<file path="config.mk">
export PLATFORM = sky130hd
export DESIGN_NAME = frame_conditioner
export DESIGN_NICKNAME = d
export VERILOG_FILES = /design/src/rtl/frame_pkg.sv /design/src/rtl/frame_window_mac.sv /design/src/rtl/frame_conditioner.sv
export SDC_FILE = /design/constraint.sdc
export NUM_CORES = 1
export LEC_CHECK = 0
export CAP_MARGIN = 20
export CORE_MARGIN = 5
export CORE_UTILIZATION = 45
export CTS_CLUSTER_DIAMETER = 80
export DETAILED_ROUTE_END_ITERATION = 6
export PLACE_DENSITY = 0.66
export SLEW_MARGIN = 15
export SYNTH_ARGS = -nofsm -noshare
export SYNTH_HDL_FRONTEND = slang
export SYNTH_SLANG_ARGS = --single-unit
</file>
<file path="constraint.sdc">
create_clock -name clk_25 -period 22 [get_ports clk_25]
set_input_delay 4.4 -clock clk_25 [delete_from_list [all_inputs] [get_ports clk_25]]
set_output_delay 4.4 -clock clk_25 [all_outputs]
set_load 0.005 [all_outputs]
</file>
<file path="src/rtl/frame_pkg.sv">
// rtl/frame_pkg.sv - shared widths, FSM states and Hann window table for frame_conditioner
package frame_pkg;

    localparam int N      = 16;
    localparam int IN_W   = 18;
    localparam int OUT_W  = 18;
    localparam int ACC_W  = IN_W + 4;
    localparam int HANN_W = 16;
    localparam int IDX_W  = 4;

    typedef enum logic [1:0] {
        IDLE  = 2'd0,
        ACCUM = 2'd1,
        LOAD  = 2'd2,
        EMIT  = 2'd3
    } state_e;

    // 16-point periodic Hann window, unsigned Q1.15
    localparam logic [HANN_W-1:0] HANN [N] = '{
        16'd0,     16'd1247,  16'd4799,  16'd10114,
        16'd16384, 16'd22654, 16'd27969, 16'd31521,
        16'd32767, 16'd31521, 16'd27969, 16'd22654,
        16'd16384, 16'd10114, 16'd4799,  16'd1247
    };

endpackage

</file>
<file path="src/rtl/frame_window_mac.sv">
// rtl/frame_window_mac.sv - combinational mean removal, Hann weighting and saturation of one sample
module frame_window_mac
    import frame_pkg::*;
(
    input  logic [IN_W-1:0]   sample,
    input  logic [IN_W-1:0]   mean,
    input  logic [HANN_W-1:0] coef,
    output logic [OUT_W-1:0]  cond
);

    localparam int PROD_W = IN_W + HANN_W + 2;
    localparam int SAT_MAX = (1 << (OUT_W - 1)) - 1;
    localparam int SAT_MIN = -(1 << (OUT_W - 1));
    localparam logic signed [PROD_W-1:0] SAT_HI = PROD_W'(SAT_MAX);
    localparam logic signed [PROD_W-1:0] SAT_LO = PROD_W'(SAT_MIN);

    logic signed [IN_W:0]     diff;
    logic signed [PROD_W-1:0] prod;
    logic signed [PROD_W-1:0] shifted;

    always_comb begin
        diff    = $signed({1'b0, sample}) - $signed({1'b0, mean});
        prod    = PROD_W'(diff) * PROD_W'($signed({1'b0, coef}));
        // arithmetic shift floors toward minus infinity
        shifted = prod >>> 15;
        if (shifted > SAT_HI) begin
            cond = SAT_HI[OUT_W-1:0];
        end else if (shifted < SAT_LO) begin
            cond = SAT_LO[OUT_W-1:0];
        end else begin
            cond = shifted[OUT_W-1:0];
        end
    end

endmodule

</file>
<file path="src/rtl/frame_conditioner.sv">
// rtl/frame_conditioner.sv - captures a 16-sample frame, removes DC, applies Hann window, streams results
module frame_conditioner
    import frame_pkg::*;
(
    input  logic                clk_25,
    input  logic                rst_n,
    input  logic                frame_valid,
    input  logic [N*IN_W-1:0]   frame_in,
    output logic [OUT_W-1:0]    out_data,
    output logic [IDX_W-1:0]    out_index,
    output logic                out_last,
    output logic                out_valid,
    input  logic                out_ready,
    output logic                busy,
    output logic [7:0]          overrun_cnt
);

    state_e              state_q, state_d;
    logic                fv_q, fv_d;
    logic [IN_W-1:0]     buf_q [N];
    logic [IN_W-1:0]     buf_d [N];
    logic [ACC_W-1:0]    acc_q, acc_d;
    logic [IDX_W-1:0]    cnt_q, cnt_d;
    logic [IN_W-1:0]     mean_q, mean_d;
    logic [OUT_W-1:0]    out_data_q, out_data_d;
    logic [IDX_W-1:0]    out_index_q, out_index_d;
    logic                out_valid_q, out_valid_d;
    logic [7:0]          ovr_q, ovr_d;

    logic                new_frame;
    logic [IDX_W-1:0]    sel_idx;
    logic [OUT_W-1:0]    mac_cond;

    // LOAD always prepares sample 0; EMIT prepares the one after the sample on the port
    assign sel_idx = (state_q == EMIT) ? out_index_q + 4'd1 : '0;

    frame_window_mac u_mac (
        .sample (buf_q[sel_idx]),
        .mean   (mean_q),
        .coef   (HANN[sel_idx]),
        .cond   (mac_cond)
    );

    always_comb begin
        state_d     = state_q;
        fv_d        = frame_valid;
        buf_d       = buf_q;
        acc_d       = acc_q;
        cnt_d       = cnt_q;
        mean_d      = mean_q;
        out_data_d  = out_data_q;
        out_index_d = out_index_q;
        out_valid_d = out_valid_q;
        ovr_d       = ovr_q;

        new_frame = frame_valid && !fv_q;

        if (new_frame && (state_q != IDLE) && (ovr_q != 8'hff)) begin
            ovr_d = ovr_q + 8'd1;
        end

        case (state_q)
            IDLE: begin
                if (new_frame) begin
                    for (int k = 0; k < N; k++) begin
                        buf_d[k] = frame_in[k*IN_W +: IN_W];
                    end
                    acc_d   = '0;
                    cnt_d   = '0;
                    state_d = ACCUM;
                end
            end
            ACCUM: begin
                acc_d = acc_q + ACC_W'(buf_q[cnt_q]);
                cnt_d = cnt_q + 4'd1;
                if (cnt_q == 4'd15) begin
                    mean_d  = acc_d[ACC_W-1:4];
                    state_d = LOAD;
                end
            end
            LOAD: begin
                out_data_d  = mac_cond;
                out_index_d = '0;
                out_valid_d = 1'b1;
                state_d     = EMIT;
            end
            EMIT: begin
                if (out_valid_q && out_ready) begin
                    if (out_index_q != 4'd15) begin
                        out_data_d  = mac_cond;
                        out_index_d = out_index_q + 4'd1;
                    end else begin
                        out_valid_d = 1'b0;
                        state_d     = IDLE;
                    end
                end
            end
            default: state_d = IDLE;
        endcase
    end

    always_ff @(posedge clk_25 or negedge rst_n) begin
        if (!rst_n) begin
            state_q     <= IDLE;
            fv_q        <= 1'b0;
            buf_q       <= '{default: '0};
            acc_q       <= '0;
            cnt_q       <= '0;
            mean_q      <= '0;
            out_data_q  <= '0;
            out_index_q <= '0;
            out_valid_q <= 1'b0;
            ovr_q       <= '0;
        end else begin
            state_q     <= state_d;
            fv_q        <= fv_d;
            buf_q       <= buf_d;
            acc_q       <= acc_d;
            cnt_q       <= cnt_d;
            mean_q      <= mean_d;
            out_data_q  <= out_data_d;
            out_index_q <= out_index_d;
            out_valid_q <= out_valid_d;
            ovr_q       <= ovr_d;
        end
    end

    assign out_data    = out_data_q;
    assign out_index   = out_index_q;
    assign out_valid   = out_valid_q;
    assign out_last    = out_valid_q && (out_index_q == 4'd15);
    assign busy        = (state_q != IDLE);
    assign overrun_cnt = ovr_q;

endmodule
</file>
# Word-level counts from Yosys, hierarchy flattened
# Memories as Yosys holds them, arrays and structs flattened.
# Cells that the tools add are included.
# W data, S select, Z words.
word_totals:
  mem_bits_ro: 256
  input_bits: 292
  regBits: 366
  output_inout_bits: 33
  n_memories: 1
op_classes:
  add_sub_neg: 5
  n_reduce_logical: 16
  order_cmp: 4
  muxes: 29
  eq_ne: 12
  bitwise_logic: 2
  multipliers: 1
mem_list:
  columns: ["name", "words", "word_bits", "rd", "rd_ports_with_merged_regs", "write_ports", "line_no", "text"]
  rows:
  - ["(name not given)", 16, 16, 1, 0, 0, "frame_conditioner.sv:40", ".coef (HANN[sel_idx]),"]
ops:
  columns: ["op", "n"]
  rows:
  - ["$bmux W18 S4", 2]
  - ["$mux W18", 8]
  - ["$pmux W22 S2", 1]
  - ["$mul A19 B17 Y36", 1]
  - ["$pmux W18 S2", 1]
  - ["$mux W16", 2]
  - ["$add A22 B18 Y22", 1]
  - ["$mux W22", 1]
  - ["$gt A21 B18 Y1 const B", 1]
  - ["$lt A21 B18 Y1 const B", 1]
  - ["$sub A18 B18 Y19", 1]
  - ["$mux W4", 4]
  - ["$pmux W4 S2", 2]
  - ["$ge A5 B5 Y1 const B", 2]
  - ["$not A4 Y5", 2]
  - ["$add A4 B1 Y4 const B", 2]
  - ["$add A8 B1 Y8 const B", 1]
  - ["$eq A4 B4 Y1 const B", 2]
  - ["$mux W2", 4]
  - ["$ne A8 B8 Y1 const B", 1]
  - ["$pmux W2 S4", 1]
  - ["$ne A2 B2 Y1 const B", 3]
  - ["$reduce_and A2 Y1", 3]
  - ["$reduce_and A3 Y1", 2]
  - ["other kinds (11)", 20]

# Longest topological paths before layout
depth:
  ltp_word: 14
  ltp_mapped: 46
  ltp_nobuf: 42

# Modules after synthesis
# From an unflattened synthesis, not the netlist that was laid out.
unflattened:
  hier_cells: 3176
  area_unflattened_um2: 32522.4
modules_own_cells:
  columns: ["module", "instances", "cells_each", "area_each_um2"]
  rows:
  - ["frame_conditioner", 1, 1690, 19792.7]
  - ["frame_window_mac", 1, 1486, 12729.7]

# Least setup slack after synthesis
# No wires, ideal clock.
synth_timing:
  kind: "reg-to-reg"
  startpoint: "register out_index_q[0] (netlist: out_index[0])"
  endpoint: "register out_data_q[11] (netlist: out_data[11])"
  path_stages_with_launch: 41
  setup_ps: 66
  setup_slack_ps: 11604
  t_arrival_ps: 10330
  path_buffers: 4
  synth_period_minus_slack_ps: 10396
  path_cell_list: "dfrtp_1 -> ha_1 -> clkbuf_1 -> and2_1 -> buf_2 -> buf_1 -> mux4_2 -> nand2_1 -> nand3_1 -> o41ai_1 -> ha_1 -> fa_1 -> nor2b_1 -> o21ai_1 -> a21boi_1 -> o21ai_1 -> a211oi_1 -> nor2_1 -> (+5 left out) -> fa_1 -> inv_1 -> fa_1 -> fa_1 -> inv_1 -> fa_1 -> inv_1 -> ha_1 -> a21o_1 -> o2bb2ai_1 -> a221oi_2 -> a211oi_2 -> o31ai_2 -> o21ai_1 -> a211o_2 -> a21oi_2 -> buf_6 -> a221o_1"
synth_between:
  elab_chain_cells: 14
  word_cells_on_any_way: 21
  cone_classes: "add/sub (2); mul (1); order compare (2); eq/ne (2); mux (11); bitwise (1); reduce/logical (1); memory (1)"
synth_rtl:
  columns: ["element", "line_no", "text"]
  rows:
  - ["start: declaration", "frame_conditioner.sv:26", "logic [IDX_W-1:0] out_index_q, out_index_d;"]
  - ["start signal: assignment", "frame_conditioner.sv:122", "out_index_q <= out_index_d;"]
  - ["$add A4 B1 Y4", "frame_conditioner.sv:35", "assign sel_idx = (state_q == EMIT) ? out_index_q + 4'd1 : '0;"]
  - ["$mux W4", "frame_conditioner.sv:35", null]
  - ["$not A4 Y5 (not written as such)", "frame_conditioner.sv:38, frame_conditioner.sv:40", null]
  - ["$bmux W18 S4", "frame_conditioner.sv:38", ".sample (buf_q[sel_idx]),"]
  - ["$mux W18 (not written as such) (2 in series)", "frame_conditioner.sv:38", null]
  - ["$sub A18 B18 Y19", "frame_window_mac.sv:22", "diff = $signed({1'b0, sample}) - $signed({1'b0, mean});"]
  - ["$mul A19 B17 Y36", "frame_window_mac.sv:23", "prod = PROD_W'(diff) * PROD_W'($signed({1'b0, coef}));"]
  - ["$lt A21 B18 Y1", "frame_window_mac.sv:28", "end else if (shifted < SAT_LO) begin"]
  - ["$mux W18", "frame_window_mac.sv:28", null]
  - ["$mux W18", "frame_window_mac.sv:26", "if (shifted > SAT_HI) begin"]
  - ["$mux W18", "frame_conditioner.sv:89", "if (out_index_q != 4'd15) begin"]
  - ["$mux W18", "frame_conditioner.sv:88", "if (out_valid_q && out_ready) begin"]
  - ["$pmux W18 S2", "frame_conditioner.sv:62", "case (state_q)"]
  - ["end signal: assignment", "frame_conditioner.sv:121", "out_data_q <= out_data_d;"]
  - ["end: declaration", "frame_conditioner.sv:25", "logic [OUT_W-1:0] out_data_q, out_data_d;"]
# Several ways; a longest one is shown, not always the timed one. The select of a mux whose other input is x is not followed.
# A chain may end at the register's enable or synchronous reset.

# Final worst setup path
layout_timing:
  startpoint: "register out_index_q[0] (netlist: out_index[0])"
  endpoint: "register out_data_q[2] (netlist: out_data[2])"
# Same word-level chain as after synthesis.

==> flow_summary.ini <==
[status]
status = finished, final reports clean

[sta]
period_share = 0.577
finalClockSkew_ns = 0.0335
timing_hold_violations_final = 0
slew_viol_final = 0
rsz0062_at_grt = no
fmax_mhz = 78.8
tightest_slew_ns = 1.13
setup_tns_ns = 0
slew_headroom = 0.249
setup_viol = 0
period_minus_slack_ns = 12.69

[yosys]
synth_edf_count = 0
synthTopCellsByArea = dfrtp_1 (30%), fa_1 (19%), mux2_2 (11%), mux4_2 (9.0%), ha_1 (5.6%)
synthesis.nets = 3489
synth_top_family_by_area = adder cells
synthDistinctLibCells = 70
async_reset_ff_frac = 1.00
synth_xor_area_frac = 0.0205
synthAdderAreaFrac = 0.244
synth.area.mux_share = 0.201
ys_ff_latch = 366
syn-instance-count = 2778
seq_area_frac_synth = 0.302
synthesis.area_um2 = 30300
synth_ff_type = dfrtp_1
synth-simple-area-share = 0.0922
synth.top_cell.area_share = 0.302
synth-compound-area-share = 0.0719
syn_area_per_cell_um2 = 10.9
synth_warnings = 0
synth_top_area_cell = dfrtp_1

[floorplan]
dieArea_um2 = 72600
die_width_um = 269
initial_core_util = 0.452
die_y_um = 269
rows = 95
design.core.area_um2 = 66900
pin_count = 325

[setup_path]
worstSetupPathType = register to register
crit_path_frequent_cell = fa_1
worst_path_largest_cell_delay_ns = 0.73
arrival_ns = 13.18
required_ns = 22.49
cp-end-kind = register
path_max_fanout = 21
critical_path.slowest_cell = and2_2
cpLargestDelayFamily = adder cells
startpoint_type = register
crit_buf_inv = 4

[placement]
portBuffers = 324
dp_hpwl_mm = 75.9
gp_congestion = 0.928

[global_routing]
grt_max_degree = 99
grt_pass1_wl_mm = 147
grt_overflow_total = 0
grt_pass1_vias = 24539
antenna_found_initial = 38
grt_usage = 0.261

[clocking]
cts_tree = yes
cts.hold.buffers_added = 0
post-cts-setup-buffers = 0
clk_pin_slew_ns = 0.06
clock_latency_ns = 0.59
post_cts_resized = 0
cts_root_buffer = clkbuf_16
cts_sinks = 366
htree_levels = 2
clk_path_buf_depth = 3
cts_made_buffers = 42

[drt]
drt_wl_total_mm = 94.9
drtIter0Drc = 1953
wl_per_cell_um = 23.8
drc = 0
drtPass1Iterations = 7
viasPerCell = 5.71
num_vias = 22755
ant_nets = 0

[job]
cap_violations = 0

[final_layout]
area_delta_synth_final_pct = 19.2
nets = 3768
drive_above_1_share = 0.182

[min_path]
hold_class = register to register
==> worst register-to-register path: cells and delay by family, from the launching register on <==
kind	cells	cell delay, ns
AOI/OAI and AO/OA	16	4.31
adders and majority gates	10	4.50
buffers and inverters	4	0.86
DFF	1	0.49
and+or+nand+nor	7	2.41
==> cell type report <==
type / count / area, um2
Fill cell: 5749 / 30800
Multi-Input combinational cell: 1864 / 19100
Sequential cell: 366 / 9170
Timing Repair Buffer: 366 / 3590
Inverter: 417 / 1570
Clock buffer: 59 / 1240
Tap cell: 873 / 1090
Clock inverter: 19 / 295
Antenna cell: 19 / 47.5
==> metrics by stage <==
stage / instances / setup slack [ns] / area (um2) / hold WS [ns] / utilization
after floorplan: 2778 / 11.60 / 30300 / 0.445 / -
after global placement: 3885 / 9.73 / 34500 / 0.464 / 0.515
after detailed placement: 3885 / 9.32 / 34500 / 0.469 / 0.515
after CTS: 3963 / 9.28 / 36000 / 0.483 / 0.538
after global routing: 3976 / 8.49 / 36100 / 0.515 / 0.539
final: 3983 / 9.31 / 36100 / 0.482 / 0.539
==> registers in the layout, indices dropped and copies added, names as in the netlist <==
name	flops
out_valid	1
out_index	4
acc_q	22
fv_q	1
state_q	2
overrun_cnt	8
mean_q	18
buf_q	288
cnt_q	4
out_data	18
==> path summary, 6_finish.rpt <==
| path | from | to | slack [ns] | depth (start not counted) |
|---|---|---|---|---|
| max reg2reg | out_index[0]$_DFFE_PN0P_ | out_data[2]$_DFFE_PN0P_ | 9.31 | 37 |
| min in group asynchronous | rst_n | out_data[2]$_DFFE_PN0P_ | 3.81 | 1 |
| max | out_index[0]$_DFFE_PN0P_ | out_data[2]$_DFFE_PN0P_ | 9.31 | 37 |
| min reg2reg | out_data[10]$_DFFE_PN0P_ | out_data[10]$_DFFE_PN0P_ | 0.48 | 2 |
| max in group asynchronous | rst_n | buf_q[242]$_DFFE_PN0P_ | 15.76 | 3 |
| min | out_data[10]$_DFFE_PN0P_ | out_data[10]$_DFFE_PN0P_ | 0.48 | 2 |
==> cells by family (layout without fill, tap and decap cells) <==
logic type | Yosys count | in the layout
and+or+nand+nor | 627 | 627
buffers and inverters | 548 | 861
muxes | 420 | 420
adders and majority gates | 419 | 419
DFF | 366 | 366
AOI/OAI and AO/OA | 327 | 327
xor gates and xnor gates | 71 | 71
other | 0 | 19
==> metal layers <==
metal | share of wire | vias to the layer above | GRT usage
met1 | 0.39 | 11561 | 0.329
met2 | 0.48 | 918 | 0.429
met5 | 0.0025 | - | 0
met3 | 0.084 | 216 | 0.0714
li1 | - | 10026 | -
met4 | 0.045 | 34 | 0.108
==> synth_stat cells (8+ instances only) <==
library cell,number
a211oi_1,14
a21o_1,16
a21oi_1,49
a221o_1,19
a31oi_1,16
and2_1,21
and3_1,21
buf_1,18
clkbuf_1,110
dfrtp_1,366
fa_1,284
ha_1,135
inv_1,416
mux2_2,291
mux2i_1,8
mux4_2,121
nand2_1,297
nand2b_1,17
nand3_1,80
nand4_1,16
nor2_1,118
nor2b_1,9
nor3_1,18
nor4_1,8
o21ai_0,92
o21ai_1,12
o21bai_1,9
o221ai_1,19
o22ai_1,21
or2_2,10
xnor2_1,38
xor2_1,33
==> cells in the final DEF (no fill, tap or decap), types with 18 or more instances in the layout <==
master,netlist,layout
o221ai_1,19,19
nand3_1,80,80
nor3_1,18,18
o21ai_0,92,92
and3_1,21,21
clkdlybuf4s50_1,0,323
diode_2,0,19
nand2_1,297,297
o22ai_1,21,21
mux2_2,291,291
mux4_2,121,121
a221o_1,19,19
dfrtp_1,366,364
inv_1,416,415
xnor2_1,38,38
and2_1,21,20
buf_4,0,40
xor2_1,33,33
a21oi_1,49,48
clkbuf_16,0,43
ha_1,135,134
nor2_1,118,117
fa_1,284,284
Power is not shown: default switching activity piles up to over one toggle a cycle in this logic, so the estimate is an artifact.
